===== src/rtl/bmem_arbiter.sv =====
// Burst-memory arbiter: shares one bmem port between the I-cache and D-cache.
// Each granted request moves one full cache line as BEATS sequential beats
// (lowest beat first). The requester then gets a single-cycle resp.
// All bmem_* and resp outputs are decoded from registers only.

module bmem_arbiter #(
  parameter int unsigned LINE_BITS = 256,
  parameter int unsigned BEAT_BITS = 64
) (
  input  logic                 clk,
  input  logic                 rst,

  input  logic [31:0]          ic_address,
  input  logic                 ic_read,
  output logic [LINE_BITS-1:0] ic_rdata,
  output logic                 ic_resp,

  input  logic [31:0]          dc_address,
  input  logic                 dc_read,
  input  logic                 dc_write,
  input  logic [LINE_BITS-1:0] dc_wdata,
  output logic [LINE_BITS-1:0] dc_rdata,
  output logic                 dc_resp,

  output logic [31:0]          bmem_address,
  output logic                 bmem_read,
  output logic                 bmem_write,
  input  logic [BEAT_BITS-1:0] bmem_rdata,
  output logic [BEAT_BITS-1:0] bmem_wdata,
  input  logic                 bmem_resp
);

  localparam int unsigned BEATS    = LINE_BITS / BEAT_BITS;
  localparam int unsigned OFF_BITS = $clog2(LINE_BITS / 8);
  localparam int unsigned BEAT_W   = (BEATS > 1) ? $clog2(BEATS) : 1;

  localparam logic [BEAT_W-1:0] LAST_BEAT = BEAT_W'(BEATS - 1);
  localparam logic [31:0]       ADDR_MASK = ~((32'd1 << OFF_BITS) - 32'd1);

  typedef enum logic [1:0] {StIdle, StBurst, StDone} state_e;
  typedef enum logic {GntIc = 1'b0, GntDc = 1'b1} gnt_e;

  state_e               state_q, state_d;
  logic [BEAT_W-1:0]    beat_q;
  gnt_e                 gnt_q, last_gnt_q, gnt_pick;
  logic                 op_wr_q;
  logic [31:0]          addr_q;
  logic [LINE_BITS-1:0] line_q;
  logic [BEAT_BITS-1:0] wdata_sel;
  logic                 ic_req, dc_req, any_req, last_beat;

  assign ic_req    = ic_read;
  assign dc_req    = dc_read | dc_write;
  assign any_req   = ic_req | dc_req;
  assign last_beat = bmem_resp && (beat_q == LAST_BEAT);

  // Grant selection: a sole requester wins; on a tie the side not served last wins.
  always_comb begin
    gnt_pick = GntIc;
    if (ic_req && dc_req) begin
      gnt_pick = (last_gnt_q == GntIc) ? GntDc : GntIc;
    end else if (dc_req) begin
      gnt_pick = GntDc;
    end
  end

  // State register.
  always_ff @(posedge clk or negedge rst) begin
    if (!rst) begin
      state_q <= StIdle;
    end else begin
      state_q <= state_d;
    end
  end

  // Next-state logic.
  always_comb begin
    state_d = state_q;
    unique case (state_q)
      StIdle:  if (any_req) state_d = StBurst;
      StBurst: if (last_beat) state_d = StDone;
      StDone:  state_d = StIdle;
      default: state_d = StIdle;
    endcase
  end

  // Datapath: grant/address/op capture, beat counter, line buffer, fairness history.
  always_ff @(posedge clk or negedge rst) begin
    if (!rst) begin
      beat_q     <= '0;
      gnt_q      <= GntIc;
      last_gnt_q <= GntIc;
      op_wr_q    <= 1'b0;
      addr_q     <= '0;
      line_q     <= '0;
    end else begin
      unique case (state_q)
        StIdle: begin
          if (any_req) begin
            gnt_q   <= gnt_pick;
            beat_q  <= '0;
            // Read+write from the D side together is a writeback.
            op_wr_q <= (gnt_pick == GntDc) && dc_write;
            addr_q  <= ((gnt_pick == GntDc) ? dc_address : ic_address) & ADDR_MASK;
            if ((gnt_pick == GntDc) && dc_write) begin
              line_q <= dc_wdata;
            end
          end
        end
        StBurst: begin
          if (bmem_resp) begin
            if (!op_wr_q) begin
              for (int unsigned i = 0; i < BEATS; i++) begin
                if (beat_q == BEAT_W'(i)) begin
                  line_q[i*BEAT_BITS +: BEAT_BITS] <= bmem_rdata;
                end
              end
            end
            beat_q <= last_beat ? '0 : beat_q + BEAT_W'(1);
          end
        end
        StDone: begin
          last_gnt_q <= gnt_q;
        end
        default: ;
      endcase
    end
  end

  // Select the write beat for the current beat index.
  always_comb begin
    wdata_sel = '0;
    for (int unsigned i = 0; i < BEATS; i++) begin
      if (beat_q == BEAT_W'(i)) begin
        wdata_sel = line_q[i*BEAT_BITS +: BEAT_BITS];
      end
    end
  end

  assign bmem_address = addr_q;

  // Output decode from state and registered datapath only.
  always_comb begin
    bmem_read  = 1'b0;
    bmem_write = 1'b0;
    bmem_wdata = '0;
    ic_resp    = 1'b0;
    ic_rdata   = '0;
    dc_resp    = 1'b0;
    dc_rdata   = '0;
    unique case (state_q)
      StBurst: begin
        bmem_read  = !op_wr_q;
        bmem_write = op_wr_q;
        if (op_wr_q) begin
          bmem_wdata = wdata_sel;
        end
      end
      StDone: begin
        if (gnt_q == GntDc) begin
          dc_resp  = 1'b1;
          dc_rdata = line_q;
        end else begin
          ic_resp  = 1'b1;
          ic_rdata = line_q;
        end
      end
      default: ;
    endcase
  end

endmodule


===== config.mk =====
export PLATFORM = sky130hd
export DESIGN_NAME = bmem_arbiter
export DESIGN_NICKNAME = d
export VERILOG_FILES = /design/src/rtl/bmem_arbiter.sv
export SDC_FILE = /design/constraint.sdc
export NUM_CORES = 1
export LEC_CHECK = 0
export CAP_MARGIN = 10
export CORE_AREA = 2 2 391 393
export CTS_BUF_LIST = sky130_fd_sc_hd__clkbuf_8
export DETAILED_ROUTE_END_ITERATION = 8
export DIE_AREA = 0 0 393 395
export GPL_TIMING_DRIVEN = 0
export PLACE_DENSITY = 0.42
export SETUP_SLACK_MARGIN = 0.1
export SLEW_MARGIN = 10
export SYNTH_ARGS = -nofsm -noshare
export SYNTH_HDL_FRONTEND = slang
export SYNTH_SLANG_ARGS = --single-unit

===== constraint.sdc =====
create_clock -name clk -period 2.3 [get_ports clk]
set_input_delay 0.46 -clock clk [delete_from_list [all_inputs] [get_ports clk]]
set_output_delay 0.46 -clock clk [all_outputs]
set_load 0.03 [all_outputs]

==> qor.yml <==
run_status: "finished with violations"
violations: "setup timing"
clock_power_share_pct: 13.0
critical_path_class: "flip-flop to output port"
start_util_pct: 12.78
crit_path_max_incr_delay_ns: 0.45
swShare_pct: 54.93
intPower_uw: 22250
final_cell_mix: "clkdlybuf4s50_1, a21oi_1, nor3_1"
finalPower_uw: 49380
grt-ovfl-total: 0
num_io_pins: 1002
max_freq_mhz: 306.3
ys_top_cells_by_area: "dfrtp_1, mux2i_1, nor3_1"
grt_max_degree: 92
die_area_um2: 155200
hold_class: "input pin to asynchronous set/reset pin"
vias: 24309
avgSynthCellArea_um2: 8.386
worstMarginPinSlew_ns: 1.038
drc: 0
io_buffers: 986
cts_num_sinks: 290
cp_slowest_cell: "dfrtp_2"
power.switching_uw: 27120
rsz0062_at_grt: "true"
critPathBufInv: 5
num_rows: 143
die_x_um: 393
drt_iter0_drc: 1888
syn_inst: 2304
via_per_inst: 4.378
finalHoldViolCount: 0
nets: 3859
p_leak_uw: 0.01666
clock_skew_ns: 0.03291
synth.top_cell.area_share_pct: 37.56
slew_headroom_pct: 30.81
path_max_fanout: 8
cts_tree: "built"
fillCellCount: 16595
grt_pass1_vias: 24656
final_max_slew_viol_count: 0
syn_area_um2: 19320
yosysWarnings: 0
maxCapViolCount: 0
wire_per_inst_um: 36.29
worstPathCellList: "inv_4, ha_4, buf_12, buf_16, clkbuf_16, nand3b_1, a221o_1, a21oi_2, buf_6"
finalWorstSetupSlack_ns: -0.9650
grtUsageTotal_pct: 24.63
worstPathArrival_ns: 2.81
antenna_found_initial: 39
reg2reg_slack_ns: -0.58
coreArea_um2: 151200
die_h_um: 395
worstSkewPairLatency_ns: 0.75
required_ns: 1.84
layout_commonest_cell: "clkdlybuf4s50_1"
ys_ff_latch: 290
ant_nets: 0
fin_crit_ns: 3.265
cp-end-kind: "output port"
setup_violations: 789
grt_pass1_wl_mm: 250.6
powerDensity_nw_per_um2: 1300
syn2layout_area_growth_pct: 96.64
dp_hpwl_mm: 156.7
layout-drive-gt1-share_pct: 30.71
startpoint_type: "flip-flop"
worst_path_dominant_cell_family: "buffers and inverters"
final_core_util_pct: 25.13
fin_crit_sh_pct: 142.0
numCtsBuffers: 68
share_comb_of_total_power_pct: 68.1
cts-htree-levels: 3
root_buffer: "clkbuf_8"
ir_drop_mv: 0.4808
timing.hold.ws_ns: 0.2998
yosysTopAreaCell: "dfrtp_1"
ys_seq_area_share_pct: 37.56
cts_buffer_depth: 3
drt-total-wl_mm: 201.5
fin_tns_setup_ns: -453.04
first_pass_iters: 8
synth_cell_types: 30
gp_congestion: 0.9122
seq_power_share_pct: 18.9
clk_pin_slew_worst_paths_ns: 0.06
[worst register-to-register path, delay by kind of cell, from the launching register on]
| kind | cells | cell delay, ns |
|---|---|---|
| AND/OR/NAND/NOR | 1 | 0.35 |
| flip-flops | 1 | 0.42 |
| AO/OA/AOI/OAI | 1 | 0.32 |
| buffers and inverters | 4 | 1.54 |
| multiplexers | 1 | 0.13 |
[stage by stage]
step	area [um2]	setup WS [ns]	std cells
6_report	37990	-0.9650	5552
3_3_place_gp	32790	-14.82	5324
3_5_place_dp	33190	-2.315	5338
4_1_cts	35640	-1.052	5476
5_1_grt	37980	-1.040	5546
2_1_floorplan	20380	0.02154	2308
[timing repair]
| item | CTS | global route |
|---|---|---|
| cloned | 7 | 15 |
| buffers inserted | 16 | 51 |
| hold buffers | 1 | 0 |
| setup endpoints to repair | 857 | 852 |
| pin swaps | 9 | 26 |
| endpoints found under the hold margin | 65 | 0 |
| resized for setup | 1760 | 1001 |
[cell usage after synthesis]
library cell	n
nand3b_1	65
nand4bb_1	1
nand2_1	68
nor2b_1	1
dfrtp_1	290
a211o_1	1
and3b_1	64
nand3_1	1
a21o_1	2
o2bb2ai_2	1
nor3_1	514
a221o_1	64
clkbuf_1	128
mux2i_1	257
nor2_1	4
buf_1	14
buf_6	24
buf_4	9
inv_1	265
o21ai_0	2
a21oi_1	384
nand2b_1	2
mux2_2	53
or3_1	1
conb_1	1
clkinv_1	1
o22ai_1	5
mux2_1	1
ha_1	4
buf_2	77
[power by group through the flow]
stage          combinational, uW  sequential [uW]  clock [uW]
2_1_floorplan              14600             9250           0
3_3_place_gp               28900             9300           0
5_1_grt                    34900             9580        6770
3_5_place_dp               29400             9280           0
4_1_cts                    31400             9230        6570
6_report                   33600             9310        6420
[cells by family after synthesis]
group | Yosys count | synth area share (%)
AO/OA/AOI/OAI | 459 | 13.68
adder cells (fa/ha/maj) | 4 | 0.2590
buffers and inverters | 518 | 11.67
flip-flops | 290 | 37.56
multiplexers | 311 | 16.46
other | 1 | 0.01941
AND/OR/NAND/NOR | 721 | 20.35
[flip-flops by register name (all words and copies together) (netlist names)]
signal / flops
state_q: 2
beat_q: 2
last_gnt_q: 1
gnt_q: 1
op_wr_q: 1
line_q: 256
bmem_address: 27
[path summary, 6_finish.rpt]
check / startpoint / end / cells after the start
max in group asynchronous: rst / bmem_address[22] / 4
max: beat_q[0] / bmem_wdata[54] / 9
max reg2reg: state_q[1] / line_q[13] / 7
min in group clk: dc_wdata[165] / line_q[165] / 3
min: rst / line_q[247] / 2
min reg2reg: bmem_address[8] / bmem_address[8] / 1
[area by class of cell]
type / instances / area, um2 / area share [%]
multi-input cells: 1500 / 11950 / 31.46
repair buffers: 1090 / 11000 / 28.95
flip-flops and latches: 290 / 7263 / 19.12
plain buffers: 249 / 2883 / 7.588
well taps: 2030 / 2540 / 6.685
clock buffers: 80 / 1101 / 2.898
inverters: 266 / 1011 / 2.661
clock inverters: 35 / 214.0 / 0.5631
diodes: 12 / 30.03 / 0.07904
[metal layers]
| layer | track usage [%] | share of wire [%] | vias to the layer above | wire length [um] |
|---|---|---|---|---|
| li1 | - | - | 10454 | - |
| met1 | 31.61 | 43 | 12473 | 86180 |
| met2 | 41.03 | 47 | 1171 | 95230 |
| met3 | 5.635 | 7.3 | 199 | 14670 |
| met4 | 6.862 | 2.6 | 12 | 5305 |
| met5 | 0 | 0.041 | - | 82 |
Power figures use the tool's default switching activity.
